--- src/rtl/me_lsu_if.sv ---
// Data-memory bus between the ME stage (master) and data memory (slave).
//
// Handshake: the master raises dm_req with dm_we/dm_addr/dm_wdata/dm_be and keeps
// all of them stable until the slave answers with dm_ack. dm_ack is a single-cycle
// completion pulse; for loads dm_rdata is valid in that same cycle. dm_req drops on
// the edge where dm_ack is sampled, so each request gets exactly one acknowledge.
interface me_lsu_if #(
   parameter int ADDR_W = 32
);
   logic              dm_req;
   logic              dm_we;
   logic [ADDR_W-1:0] dm_addr;
   logic [31:0]       dm_wdata;
   logic [3:0]        dm_be;
   logic              dm_ack;
   logic [31:0]       dm_rdata;

   modport master (
      output dm_req, dm_we, dm_addr, dm_wdata, dm_be,
      input  dm_ack, dm_rdata
   );

   modport slave (
      input  dm_req, dm_we, dm_addr, dm_wdata, dm_be,
      output dm_ack, dm_rdata
   );
endinterface

--- src/rtl/me_lsu.sv ---
// RV32I memory-access stage: aligns store data, builds byte enables, runs one
// request/acknowledge transaction per load/store and extends loaded data. Non-memory
// instructions pass the register-write triple straight through.
module me_lsu #(
   parameter int ADDR_W = 32
) (
   input  logic              clk,
   input  logic              rst,
   input  logic              ex_w_enable,
   input  logic [4:0]        ex_w_addr,
   input  logic [31:0]       ex_w_data,
   input  logic [3:0]        ex_mem_op,
   input  logic [ADDR_W-1:0] ex_mem_addr,
   input  logic [31:0]       ex_mem_wdata,
   input  logic [5:0]        stall,
   output logic              me_w_enable,
   output logic [4:0]        me_w_addr,
   output logic [31:0]       me_w_data,
   output logic              stallreq_me,
   output logic              misalign_exc,
   output logic [1:0]        dbg_state,
   me_lsu_if.master          dm
);

   typedef enum logic [1:0] {
      IDLE = 2'd0,
      REQ  = 2'd1,
      DONE = 2'd2
   } state_t;

   localparam logic [1:0] SZ_BYTE = 2'd0;
   localparam logic [1:0] SZ_HALF = 2'd1;
   localparam logic [1:0] SZ_WORD = 2'd2;

   state_t      state_q, state_d;
   logic [31:0] rdata_q;

   logic        is_load, is_store, is_signed, is_mem, misaligned;
   logic [1:0]  size;
   logic [1:0]  lane;
   logic [3:0]  be_c;
   logic [31:0] wdata_c;
   logic [31:0] shifted;
   logic [31:0] load_data;
   logic        issue, ack_take;

   // Only the ME-hold bit of the stall vector matters to this stage.
   logic        stall_unused;
   assign stall_unused = ^{stall[5], stall[3:0]};

   assign lane      = ex_mem_addr[1:0];
   assign dbg_state = state_q;

   // Decode the memory op; unknown encodings behave as NONE.
   always_comb begin
      is_load   = 1'b0;
      is_store  = 1'b0;
      is_signed = 1'b0;
      size      = SZ_BYTE;
      case (ex_mem_op)
         4'd1: begin is_load  = 1'b1; is_signed = 1'b1; size = SZ_BYTE; end
         4'd2: begin is_load  = 1'b1; is_signed = 1'b1; size = SZ_HALF; end
         4'd3: begin is_load  = 1'b1; size = SZ_WORD; end
         4'd4: begin is_load  = 1'b1; size = SZ_BYTE; end
         4'd5: begin is_load  = 1'b1; size = SZ_HALF; end
         4'd6: begin is_store = 1'b1; size = SZ_BYTE; end
         4'd7: begin is_store = 1'b1; size = SZ_HALF; end
         4'd8: begin is_store = 1'b1; size = SZ_WORD; end
         default: ;
      endcase
   end

   assign is_mem     = is_load | is_store;
   assign misaligned = is_mem &&
                       (((size == SZ_HALF) && ex_mem_addr[0]) ||
                        ((size == SZ_WORD) && (ex_mem_addr[1:0] != 2'b00)));

   // Byte enables and lane-replicated store data for the access being issued.
   always_comb begin
      be_c    = 4'b0000;
      wdata_c = 32'h0;
      case (size)
         SZ_BYTE: begin
            be_c    = 4'b0001 << lane;
            wdata_c = {4{ex_mem_wdata[7:0]}};
         end
         SZ_HALF: begin
            be_c    = ex_mem_addr[1] ? 4'b1100 : 4'b0011;
            wdata_c = {2{ex_mem_wdata[15:0]}};
         end
         SZ_WORD: begin
            be_c    = 4'b1111;
            wdata_c = ex_mem_wdata;
         end
         default: ;
      endcase
      if (!is_store) wdata_c = 32'h0;
   end

   // Extract and extend the loaded value from the captured read word.
   always_comb begin
      shifted   = rdata_q >> {lane, 3'b000};
      load_data = rdata_q;
      case (size)
         SZ_BYTE: load_data = is_signed ? {{24{shifted[7]}}, shifted[7:0]}
                                        : {24'h0, shifted[7:0]};
         SZ_HALF: begin
            if (ex_mem_addr[1])
               load_data = is_signed ? {{16{rdata_q[31]}}, rdata_q[31:16]}
                                     : {16'h0, rdata_q[31:16]};
            else
               load_data = is_signed ? {{16{rdata_q[15]}}, rdata_q[15:0]}
                                     : {16'h0, rdata_q[15:0]};
         end
         default: load_data = rdata_q;
      endcase
   end

   assign ack_take = (state_q == REQ) && dm.dm_ack;

   // Next-state and stage outputs; reset forces every output low.
   always_comb begin
      state_d      = state_q;
      stallreq_me  = 1'b0;
      misalign_exc = 1'b0;
      me_w_enable  = 1'b0;
      me_w_addr    = ex_w_addr;
      me_w_data    = ex_w_data;
      issue        = 1'b0;
      case (state_q)
         IDLE: begin
            if (!is_mem) begin
               me_w_enable = ex_w_enable;
            end else if (misaligned) begin
               misalign_exc = 1'b1;
            end else begin
               stallreq_me = 1'b1;
               issue       = 1'b1;
               state_d     = REQ;
            end
         end
         REQ: begin
            stallreq_me = 1'b1;
            if (dm.dm_ack) state_d = DONE;
         end
         DONE: begin
            if (is_load) begin
               me_w_enable = ex_w_enable;
               me_w_data   = load_data;
            end
            // Leaving DONE lines up with EX_ME advancing to the next instruction.
            if (!stall[4]) state_d = IDLE;
         end
         default: state_d = IDLE;
      endcase
      if (rst) begin
         stallreq_me  = 1'b0;
         misalign_exc = 1'b0;
         me_w_enable  = 1'b0;
         me_w_addr    = 5'd0;
         me_w_data    = 32'h0;
         issue        = 1'b0;
      end
   end

   // State register.
   always_ff @(posedge clk) begin
      if (rst) state_q <= IDLE;
      else     state_q <= state_d;
   end

   // Registered memory request; held stable from issue until the acknowledge edge.
   always_ff @(posedge clk) begin
      if (rst) begin
         dm.dm_req   <= 1'b0;
         dm.dm_we    <= 1'b0;
         dm.dm_addr  <= '0;
         dm.dm_wdata <= 32'h0;
         dm.dm_be    <= 4'b0000;
         rdata_q     <= 32'h0;
      end else if (issue) begin
         dm.dm_req   <= 1'b1;
         dm.dm_we    <= is_store;
         dm.dm_addr  <= {ex_mem_addr[ADDR_W-1:2], 2'b00};
         dm.dm_wdata <= wdata_c;
         dm.dm_be    <= be_c;
      end else if (ack_take) begin
         dm.dm_req   <= 1'b0;
         rdata_q     <= dm.dm_rdata;
      end
   end

endmodule

--- src/flat_wrapper.sv ---
// flat-port wrapper written by rule: the top's interface ports become plain ports
module me_lsu_flat 
#(
   parameter int ADDR_W = 32
)
  (clk, rst, ex_w_enable, ex_w_addr, ex_w_data, ex_mem_op, ex_mem_addr, ex_mem_wdata, stall, me_w_enable, me_w_addr, me_w_data, stallreq_me, misalign_exc, dbg_state, dm_dm_req, dm_dm_we, dm_dm_addr, dm_dm_wdata, dm_dm_be, dm_dm_ack, dm_dm_rdata);
  me_lsu_if #(.ADDR_W(ADDR_W)) dm_i ();
  input  logic clk;
  input  logic rst;
  input  logic ex_w_enable;
  input  logic [4:0] ex_w_addr;
  input  logic [31:0] ex_w_data;
  input  logic [3:0] ex_mem_op;
  input  logic [ADDR_W-1:0] ex_mem_addr;
  input  logic [31:0] ex_mem_wdata;
  input  logic [5:0] stall;
  output logic me_w_enable;
  output logic [4:0] me_w_addr;
  output logic [31:0] me_w_data;
  output logic stallreq_me;
  output logic misalign_exc;
  output logic [1:0] dbg_state;
  output wire logic [$bits(dm_i.dm_req)-1:0] dm_dm_req;
  output wire logic [$bits(dm_i.dm_we)-1:0] dm_dm_we;
  output wire logic [$bits(dm_i.dm_addr)-1:0] dm_dm_addr;
  output wire logic [$bits(dm_i.dm_wdata)-1:0] dm_dm_wdata;
  output wire logic [$bits(dm_i.dm_be)-1:0] dm_dm_be;
  input wire logic [$bits(dm_i.dm_ack)-1:0] dm_dm_ack;
  input wire logic [$bits(dm_i.dm_rdata)-1:0] dm_dm_rdata;
  assign dm_dm_req = dm_i.dm_req;
  assign dm_dm_we = dm_i.dm_we;
  assign dm_dm_addr = dm_i.dm_addr;
  assign dm_dm_wdata = dm_i.dm_wdata;
  assign dm_dm_be = dm_i.dm_be;
  assign dm_i.dm_ack = dm_dm_ack;
  assign dm_i.dm_rdata = dm_dm_rdata;
  me_lsu #(.ADDR_W(ADDR_W)) u_core (.clk(clk), .rst(rst), .ex_w_enable(ex_w_enable), .ex_w_addr(ex_w_addr), .ex_w_data(ex_w_data), .ex_mem_op(ex_mem_op), .ex_mem_addr(ex_mem_addr), .ex_mem_wdata(ex_mem_wdata), .stall(stall), .me_w_enable(me_w_enable), .me_w_addr(me_w_addr), .me_w_data(me_w_data), .stallreq_me(stallreq_me), .misalign_exc(misalign_exc), .dbg_state(dbg_state), .dm(dm_i));
endmodule
--- config.mk ---
export PLATFORM = sky130hd
export DESIGN_NAME = me_lsu_flat
export DESIGN_NICKNAME = d
export VERILOG_FILES = /design/src/rtl/me_lsu_if.sv /design/src/rtl/me_lsu.sv /design/src/flat_wrapper.sv
export SDC_FILE = /design/constraint.sdc
export NUM_CORES = 1
export LEC_CHECK = 0
export BUFFER_PORTS_ARGS = -buffer_cell sky130_fd_sc_hd__buf_2
export CORE_MARGIN = 4
export CORE_UTILIZATION = 49
export DETAILED_ROUTE_END_ITERATION = 6
export GPL_TIMING_DRIVEN = 0
export PLACE_DENSITY = 0.86
export SLEW_MARGIN = 0
export SYNTH_ARGS = -nofsm -noshare
export SYNTH_HDL_FRONTEND = slang
export SYNTH_SLANG_ARGS = --single-unit
--- constraint.sdc ---
create_clock -name clk -period 5.1 [get_ports clk]
set_input_delay 0.765 -clock clk [delete_from_list [all_inputs] [get_ports clk]]
set_output_delay 0.765 -clock clk [all_outputs]
set_load 0.02 [all_outputs]
==> results of run 1 <==
-- power by group --
part	switching (W)	internal [W]	total, W
Combinational	0.000246	0.000159	0.000405
Clock	0.000289	0.000260	0.000550
Sequential	0.0000253	0.000837	0.000862
Total	0.000561	0.00126	0.00182
-- cell type report --
class,count,area (um^2)
fill,889,3244
buffer,54,280.3
clock inverter,5,63.81
multi-input combinational,428,2609
inverter,19,71.32
sequential,102,2042
clock buffer,11,151.4
tap,133,166.4
timing repair buffer,247,1236
-- routing by layer --
layer  share of wire (%)  up-vias
met1                  40     2602
met2                  48      289
met5                   0        -
met4                 2.8        0
met3                 8.7       43
li1                    -     2690
-- cells by family after synthesis --
group | after synthesis | share of synthesized area, %
AOI/OAI and AO/OA | 219 | 30.29
and+or+nand+nor | 188 | 17.67
DFF | 102 | 40.85
buffers and inverters | 73 | 7.034
muxes | 19 | 4.080
other | 1 | 0.07502
-- placed cells by master (no fill, tap or decap), drive strengths merged, types with 2 or more instances in the layout --
cell     instances
nand2b           3
o21bai           2
nand4            3
nor3             4
nand3           11
buf            279
dfxtp          102
a32oi            8
o211ai           9
and3b            3
nand3b           3
o2bb2ai         24
a21oi           66
a22o            42
a31oi            2
nor2b            9
mux2i           17
nor2            34
or3              3
inv             22
o21ai           41
nand2          101
and2             2
a221oi          14
clkbuf          33
conb             2
-- sequential cells by signal, indices dropped and copies added (netlist names) --
name	count
u_core.dm.dm_wdata	32
u_core.rdata_q	32
u_core.dm.dm_addr	30
u_core.dm.dm_be	4
u_core.dbg_state	2
u_core.dm.dm_req	1
u_core.dm.dm_we	1
-- tightest hold or removal path: stages, from the launching register on --
cell     delay, ns
dfxtp_1       0.32
nand2_1       0.05
a21oi_1       0.05
-- stage by stage --
| stage | hold WS (ns) | total power [W] | area, um^2 | worst slack, ns | cells |
|---|---|---|---|---|---|
| after global placement | 0.4306 | 0.001272 | 6405 | 1.604 | 983 |
| after floorplan | 0.4361 | 0.001121 | 5002 | 1.792 | 603 |
| after CTS | 0.4635 | 0.001818 | 6620 | 1.535 | 999 |
| after global routing | 0.4841 | 0.001894 | 6620 | 1.387 | 999 |
| final | 0.4653 | 0.001817 | 6620 | 1.486 | 999 |
| after detailed placement | 0.4398 | 0.001279 | 6405 | 1.550 | 983 |
-- worst paths after layout --
path | start | endpoint | slack (ns)
worst min register to register | u_core.rdata_q[5]$_SDFFE_PP0P_ | u_core.rdata_q[5]$_SDFFE_PP0P_ | 0.47
worst max register to register | u_core.dbg_state[0]$_SDFFE_PP0P_ | u_core.dm.dm_addr[18]$_SDFFE_PP0P_ | 3.39
worst min-delay path | u_core.rdata_q[5]$_SDFFE_PP0P_ | u_core.rdata_q[5]$_SDFFE_PP0P_ | 0.47
worst max-delay path | ex_mem_op[0] | me_w_data[1] | 1.49
==> run_results.csv, run 1 <==
group,metric,value,unit
cts,cts_sinks,102,
finish,area_growth,32.44,%
setup_path,path_class,"input port to primary output",
die,pin_count,259,
cts,path_clk_slew,0.09,ns
route,vias_per_cell,5.630,
synthesis,yosys.area.top_type_share,40.85,%
synthesis,synth_common_cells,"dfxtp_1 (102), nand2_1 (101), a21oi_1 (66)",
setup_path,end_kind,"primary output",
pwr,power.leakage,3.173,nW
global_route,grt_max_degree,18,
setup_path,arrival,2.85,ns
timing,slew_headroom,34.37,%
setup_path,crit_fanout,10,
global_route,busiest_layer,"met2",
placement,io_buffers,247,
setup_path,crit_cells,8,
die,fp.dieW,109,um
die,coreArea,0.009864,mm^2
status,run_status,"complete, no violations",
setup_path,max_stage_delay,0.45,ns
die,fp.dieArea,0.01188,mm^2
finish,final_nets,1008,
die,die_height,109,um
cts,clkLatencyLatePin,0.37,ns
setup_path,critPathBufInv,4,
route,drtPass1Iterations,6,
synthesis,ys_ff_latch,102,
placement,dp_hpwl,12970,um
timing,worstMarginPinSlew,0.9769,ns
finish,antenna_cells,0,
cts,htreeDepth,3,
timing,tns,0,ns
pwr,pwr_density_cell,274.4,mW/mm^2
placement,gp_congestion,0.9458,
synthesis,avgSynthCellArea,8.303,um^2
synthesis,yosysTopAreaCell,"dfxtp_1",
timing,fin_crit,3.614,ns
cts,root_buffer,"clkbuf_8",
cts,cts_resized,0,
global_route,grt_pass1_wl,25230,um
global_route,met1_usage,34.22,%
timing,clock.fmax,0.2767,GHz
timing,maxSlewViolCount,0,
finish,drive_gt1_share,35.33,%
setup_path,cp_top_family,"buffers and inverters",
setup_path,worstPathCellList,"buf_2 -> buf_2 -> or3_1 -> nand4_1 -> clkbuf_1 -> nand2_1 -> a221oi_1 -> buf_2",
route,drt_wl_total,16900,um
cts,cts_tree,"built",
route,postRouteAntennaNets,0,
synthesis,synth_area,0.004999,mm^2
setup_path,cp_common_cell,"buf_2",
flow_run,drv_cap,0,
synthesis,synth_most_common_cell,"dfxtp_1",
timing,final_hold_viol_count,0,
timing,period_share,70.86,%
finish,fin_util,67.11,%
die,num_rows,36,
synthesis,netlist_instances,602,
synthesis,synth_cell_types,61,
hold_path,hold_depth,2,
global_route,overflow,0,
timing,setup_violations,0,
global_route,track_usage,26.88,%
synthesis,yosys-top-cells-area,"dfxtp_1 (41%), nand2_1 (7.6%), a22o_1 (7.4%), a21oi_1 (6.6%), o2bb2ai_1 (4.2%)",
setup_path,required,4.34,ns
route,drt_iter0_markers,580,
cts,cts_buffers,9,
synthesis,ys.warnings.count,0,
setup_path,r2r_cells,6,
synthesis,synth_enable_flop_cells,0,
global_route,grtUsageMet2,44.82,%
die,initial_core_util,50.67,%
global_route,grtUsageMet3,6.276,%
hold_path,min_path_type,"flip-flop to flip-flop",
pwr,vdd_drop_max,214.3,uV
route,drc,0,
global_route,grt_pass1_vias,5127,
cts,post-cts-setup-buffers,0,
timing,rsz0062_at_grt,"no",
route,vias,5624,
setup_path,start_kind,"input port",
global_route,antenna_found_initial,0,
timing,fin_skew,0.009134,ns
synthesis,seq_area_frac_synth,40.85,%
route,routedWlPerCell,16.92,um
cts,hold_buffers,0,
synthesis,synthArstFlopShare,0,%
setup_path,slowest_stage,"clkbuf_1",
cts,clockBufferDepth,2,
synthesis,dominantRegCellSynth,"dfxtp_1",
(Power assumes the default switching activity.)
==> run 2, diff against run 1 <==
CORE_UTILIZATION = 46   (was 49)
PLACE_DENSITY = 0.81   (was 0.86)
clock period = 3.6 ns   (was 5.1 ns; I/O delays follow)
==> run 2 against run 1 <==
Effect of this change:
- cell count is 0.30% higher
- hold slack worse by 0.083 ns
- sequential power increased by 42%
- largest power group unchanged
- flip-flop and latch count unchanged
- sequential share of layout area is essentially flat
- first-iteration DRC count down 25%
- via count decreased by 1.3%
- largest cell class unchanged
- clock skew is 0.0038 ns lower
- count of clock-buffer cells in the layout down 2
==> run_results.csv, run 2 (synthesis results as in run 1) <==
group,metric,value,unit
cts,cts_buffers,9,
cts,htreeDepth,3,
route,vias,5549,
finish,final_nets,1008,
route,vias_per_cell,5.538,
pwr,pwr_density_cell,385.9,mW/mm^2
die,coreArea,0.01046,mm^2
finish,layout_common_cells,"buf_2 (267), dfxtp_1 (102), nand2_1 (101)",
setup_path,r2r_cells,5,
die,fp.dieW,112.2,um
timing,tns,0,ns
finish,instances_no_fill,1002,
global_route,grt_pass1_vias,5222,
timing,rsz0062_at_grt,"no",
route,drtPass1Iterations,5,
timing,final_hold_viol_count,0,
setup_path,arrival,2.74,ns
setup_path,start_kind,"flip-flop",
placement,dp_hpwl,13090,um
hold_path,min_path_type,"input port to flip-flop",
cts,clkLatencyLatePin,0.37,ns
global_route,grt_max_degree,20,
global_route,track_usage,25.65,%
die,num_rows,37,
finish,area_growth,32.52,%
setup_path,crit_fanout,10,
timing,worstMarginPinSlew,0.9501,ns
route,drc,0,
setup_path,end_kind,"primary output",
setup_path,path_class,"flip-flop to primary output",
timing,fin_crit,3.276,ns
global_route,antenna_found_initial,0,
hold_path,holdCritStartpoint,"ex_mem_addr[15]",
route,routedWlPerCell,16.73,um
route,postRouteAntennaNets,0,
cts,post-cts-setup-buffers,0,
cts,cts_resized,0,
setup_path,required,3.06,ns
cts,root_buffer,"clkbuf_8",
timing,period_share,90.99,%
cts,hold_buffers,0,
die,die_height,112.2,um
timing,slew_headroom,36.18,%
finish,antenna_cells,0,
finish,mostFrequentLayoutCell,"buf_2",
flow_run,drv_cap,0,
timing,whs,0.3822,ns
placement,dp_cells,986,
die,fp.dieArea,0.01260,mm^2
setup_path,crit_path_start,"u_core.dbg_state[1]$_SDFFE_PP0P_",
timing,maxSlewViolCount,0,
global_route,overflow,0,
route,drt_wl_total,16760,um
placement,gp_congestion,0.9568,
finish,drive_gt1_share,35.33,%
hold_path,hold_depth,2,
cts,path_clk_slew,0.10,ns
die,pin_count,259,
cts,cts_sinks,102,
timing,clock.fmax,0.3053,GHz
global_route,grt_pass1_wl,26530,um
pwr,vdd_drop_max,295.8,uV
route,drt_iter0_markers,437,
timing,setup_violations,0,
die,initial_core_util,47.78,%
finish,reg_top3,"u_core.dm.dm_wdata: 32 flops, u_core.rdata_q: 32 flops, u_core.dm.dm_addr: 30 flops",
finish,fin_util,63.31,%
cts,clockBufferDepth,2,
timing,fin_skew,0.005379,ns
placement,io_buffers,247,
setup_path,r2r-start,"u_core.dbg_state[0]$_SDFFE_PP0P_",
pwr,power.leakage,3.166,nW
status,run_status,"complete, no violations",
cts,cts_tree,"built",
run 2: metal layers:
layer	vias up	track usage [%]	routed length [um]
met5	-	0	0
met4	0	7.372	317
met3	25	5.606	1460
met2	251	43.27	8155
met1	2584	33.03	6829
li1	2689	-	-
run 2: worst max-delay path, stage by stage (launching register included):
cell and delay (ns):
dfxtp_1 0.53, and2b_1 0.31, and4_1 0.27, clkbuf_1 0.37, nand2_1 0.29, a221oi_1 0.35
nor2_1 0.08, buf_2 0.16
run 2: metrics by stage:
step	setup slack, ns	power (W)	area [um^2]
after CTS	0.3904	0.002571	6624
after floorplan	0.7421	0.001588	5002
after global placement	0.5397	0.001808	6409
after detailed placement	0.5638	0.001814	6409
final	0.3245	0.002556	6624
after global routing	0.09823	0.002678	6624
run 2: path summary, 6_finish.rpt:
check / to / slack [ns]
setup / recovery: me_w_data[12] / 0.32
hold / removal: u_core.dm.dm_addr[15]$_SDFFE_PP0P_ / 0.38
setup reg to reg: u_core.rdata_q[20]$_SDFFE_PP0P_ / 1.87
hold reg to reg: u_core.rdata_q[0]$_SDFFE_PP0P_ / 0.46
run 2: report_power, final:
group / switching (W) / internal (W) / total (W) / leakage (nW)
Sequential: 0.0000372 / 0.00119 / 0.00122 / 0.830
Combinational: 0.000344 / 0.000226 / 0.000570 / 2.23
Clock: 0.000426 / 0.000338 / 0.000764 / 0.105
Total: 0.000807 / 0.00175 / 0.00256 / 3.17
run 2: area by class of cell:
class | instances | area, um^2
flip-flops and latches | 102 | 2042
fillers | 1004 | 3839
repair buffers | 247 | 1236
inverters | 19 | 71.32
multi-input cells | 428 | 2609
clock inverters | 7 | 91.34
clock buffers | 9 | 123.9
well taps | 136 | 170.2
plain buffers | 54 | 280.3
==> run 3, diff against run 2 <==
ABC_AREA = 1   (was unset)
CORE_UTILIZATION = 47   (was 46)
==> run 3 against run 2 <==
Effect of this change:
- sequential power barely moved
- critical path depth increased by 3
- hold slack improved by 0.0024 ns
- wire length increased by 12%
- fmax rose by 18%
- largest power group unchanged
==> run_results.csv, run 3 <==
group,metric,value,unit
synthesis,yosysTopAreaCell,"dfxtp_1",
synthesis,synth.area.mux_share,0,%
pwr,power.total,0.002975,W
route,drtPass1Iterations,6,
timing,tns,0,ns
cts,htreeDepth,3,
die,fp.dieW,114.5,um
die,initial_core_util,48.53,%
cts,root_buffer,"clkbuf_16",
placement,dp_hpwl,14780,um
synthesis,yosys-top-cells-area,"dfxtp_1 (38%), nand2_1 (24%), o21ai_0 (9.6%), a21oi_1 (6.4%), inv_1 (3.5%)",
finish,area_growth,32.98,%
die,num_rows,38,
placement,io_buffers,250,
timing,setup_violations,0,
hold_path,min_path_type,"input port to flip-flop",
setup_path,cp_top_family,"buffers and inverters",
setup_path,cp_common_cell,"buf_2",
synthesis,synthArstFlopShare,0,%
synthesis,netlist_instances,838,
setup_path,crit_fanout,10,
finish,final_nets,1247,
setup_path,slowest_stage,"buf_2",
die,die_height,114.5,um
timing,fin_crit,2.787,ns
synthesis,synth_top_family_by_area,"simple AND/OR/NAND/NOR gates",
global_route,grt_pass1_vias,5957,
timing,period_share,77.42,%
setup_path,required,3.06,ns
cts,cts_resized,0,
cts,path_clk_slew,0.08,ns
cts,cts_sinks,102,
pwr,pwr_density_cell,419.7,mW/mm^2
global_route,grt_max_degree,21,
setup_path,arrival,2.25,ns
synthesis,synth_common_cells,"nand2_1 (336), dfxtp_1 (102), o21ai_0 (102)",
synthesis,avgSynthCellArea,6.361,um^2
finish,layout_common_cells,"nand2_1 (336), buf_2 (270), o21ai_0 (102), dfxtp_1 (102), a21oi_1 (68)",
pwr,vdd_drop_max,304.4,uV
timing,maxSlewViolCount,0,
global_route,track_usage,27.27,%
finish,drive_gt1_share,28.69,%
setup_path,start_kind,"input port",
route,postRouteAntennaNets,0,
synthesis,synth_area,0.005330,mm^2
synthesis,synth_compound_area_share,18.78,%
cts,cts_buffers,9,
cts,hold_buffers,0,
synthesis,synth_enable_flop_cells,0,
route,vias_per_cell,5.212,
synthesis,seq_area_frac_synth,38.31,%
synthesis,dominantRegCellSynth,"dfxtp_1",
global_route,grt_pass1_wl,28900,um
finish,mostFrequentLayoutCell,"nand2_1",
cts,cts_tree,"built",
timing,slew_headroom,60.24,%
route,drt_wl_total,18780,um
finish,antenna_cells,0,
cts,clkLatencyLatePin,0.35,ns
flow_run,drv_cap,0,
setup_path,critPathBufInv,4,
timing,worstMarginPinSlew,0.5964,ns
route,vias,6489,
timing,clock.fmax,0.3588,GHz
setup_path,max_stage_delay,0.25,ns
synthesis,synthAdderAreaFrac,0,%
synthesis,yosys.area.top_type_share,38.31,%
pwr,power.leakage,3.807,nW
synthesis,synth_xor_area_share,0,%
setup_path,path_class,"input port to primary output",
timing,fin_skew,0.009530,ns
setup_path,end_kind,"primary output",
placement,gp_congestion,0.9054,
die,pin_count,259,
cts,post-cts-setup-buffers,0,
synthesis,synth_cell_types,28,
die,coreArea,0.01098,mm^2
route,routedWlPerCell,15.08,um
route,drc,0,
timing,rsz0062_at_grt,"no",
timing,final_hold_viol_count,0,
die,fp.dieArea,0.01311,mm^2
route,drt_iter0_markers,504,
synthesis,synthSimpleGateAreaFrac,32.65,%
global_route,overflow,0,
global_route,antenna_found_initial,0,
synthesis,ys.warnings.count,0,
finish,reg_top3,"u_core.dm.dm_wdata: 32 flops, u_core.rdata_q: 32 flops, u_core.dm.dm_addr: 30 flops",
finish,fin_util,64.54,%
synthesis,ys_ff_latch,102,
synthesis,synth_most_common_cell,"nand2_1",
cts,clockBufferDepth,2,
status,run_status,"complete, no violations",
setup_path,worstPathCellList,"buf_2 -> nor2_1 -> nand2_1 -> o21ai_2 -> and2_1 -> buf_2 -> buf_2 -> o21ai_0 -> a21oi_1 -> buf_2",
==> run 3: report_power, final <==
| part | internal [W] | leakage, nW | switching, W |
|---|---|---|---|
| Combinational | 0.000238 | 2.82 | 0.000448 |
| Clock | 0.000565 | 0.160 | 0.000490 |
| Sequential | 0.00120 | 0.830 | 0.0000336 |
==> run 3: metrics by stage <==
step           area (um^2)  hold slack, ns  cells  setup slack [ns]
2_1_floorplan         5334          0.4442    839             1.198
6_report              7088          0.3846   1245            0.8128
4_1_cts               7088          0.3819   1245            0.8372
5_1_grt               7088          0.3891   1245            0.6570
3_5_place_dp          6760          0.4272   1229            0.8451
3_3_place_gp          6760          0.4225   1229            0.8643
==> run 3: logic make-up (layout without fill, tap and decap cells) <==
kind of cell | count (synthesis) | count (layout)
buf+inv | 118 | 384
simple gates | 426 | 426
compound gates | 191 | 191
other cells | 1 | 2
flops | 102 | 102
==> run 3: final timing paths <==
path | start | endpoint | slack [ns] | cells past startpoint
worst min-delay path | dm_dm_ack | u_core.dbg_state[0]$_SDFFE_PP0P_ | 0.38 | 2
worst max-delay path | ex_mem_op[3] | me_w_data[7] | 0.81 | 10
worst max register to register | u_core.dbg_state[0]$_SDFFE_PP0P_ | u_core.rdata_q[21]$_SDFFE_PP0P_ | 1.72 | 9
worst min register to register | u_core.dm.dm_addr[17]$_SDFFE_PP0P_ | u_core.dm.dm_addr[17]$_SDFFE_PP0P_ | 0.44 | 2
==> run 3: layout make-up <==
type                            instances  area [um^2]
Clock buffer                            9        225.2
Timing Repair Buffer                  250         1251
Tap cell                              140        175.2
Multi-Input combinational cell        619         2749
Clock inverter                          7        102.6
Inverter                               55        206.4
Buffer                                 63        336.6
Sequential cell                       102         2042
Fill cell                            1077         3895
==> run 3: routing by layer <==
| metal | track usage (%) | vias up | wire (um) |
|---|---|---|---|
| li1 | - | 3227 | - |
| met1 | 32.80 | 2900 | 7525 |
| met2 | 48.23 | 323 | 9069 |
| met3 | 6.342 | 39 | 1747 |
| met4 | 7.918 | 0 | 433 |
| met5 | 0 | - | 0 |
==> run 3: worst reg2reg max path: stages, from the launching register on <==
cell      delay [ns]
dfxtp_1         0.33
inv_1           0.07
nor2_1          0.04
inv_1           0.10
nor2_1          0.05
inv_1           0.12
clkbuf_1        0.29
clkbuf_1        0.46
o21ai_0         0.20
a21oi_1         0.14
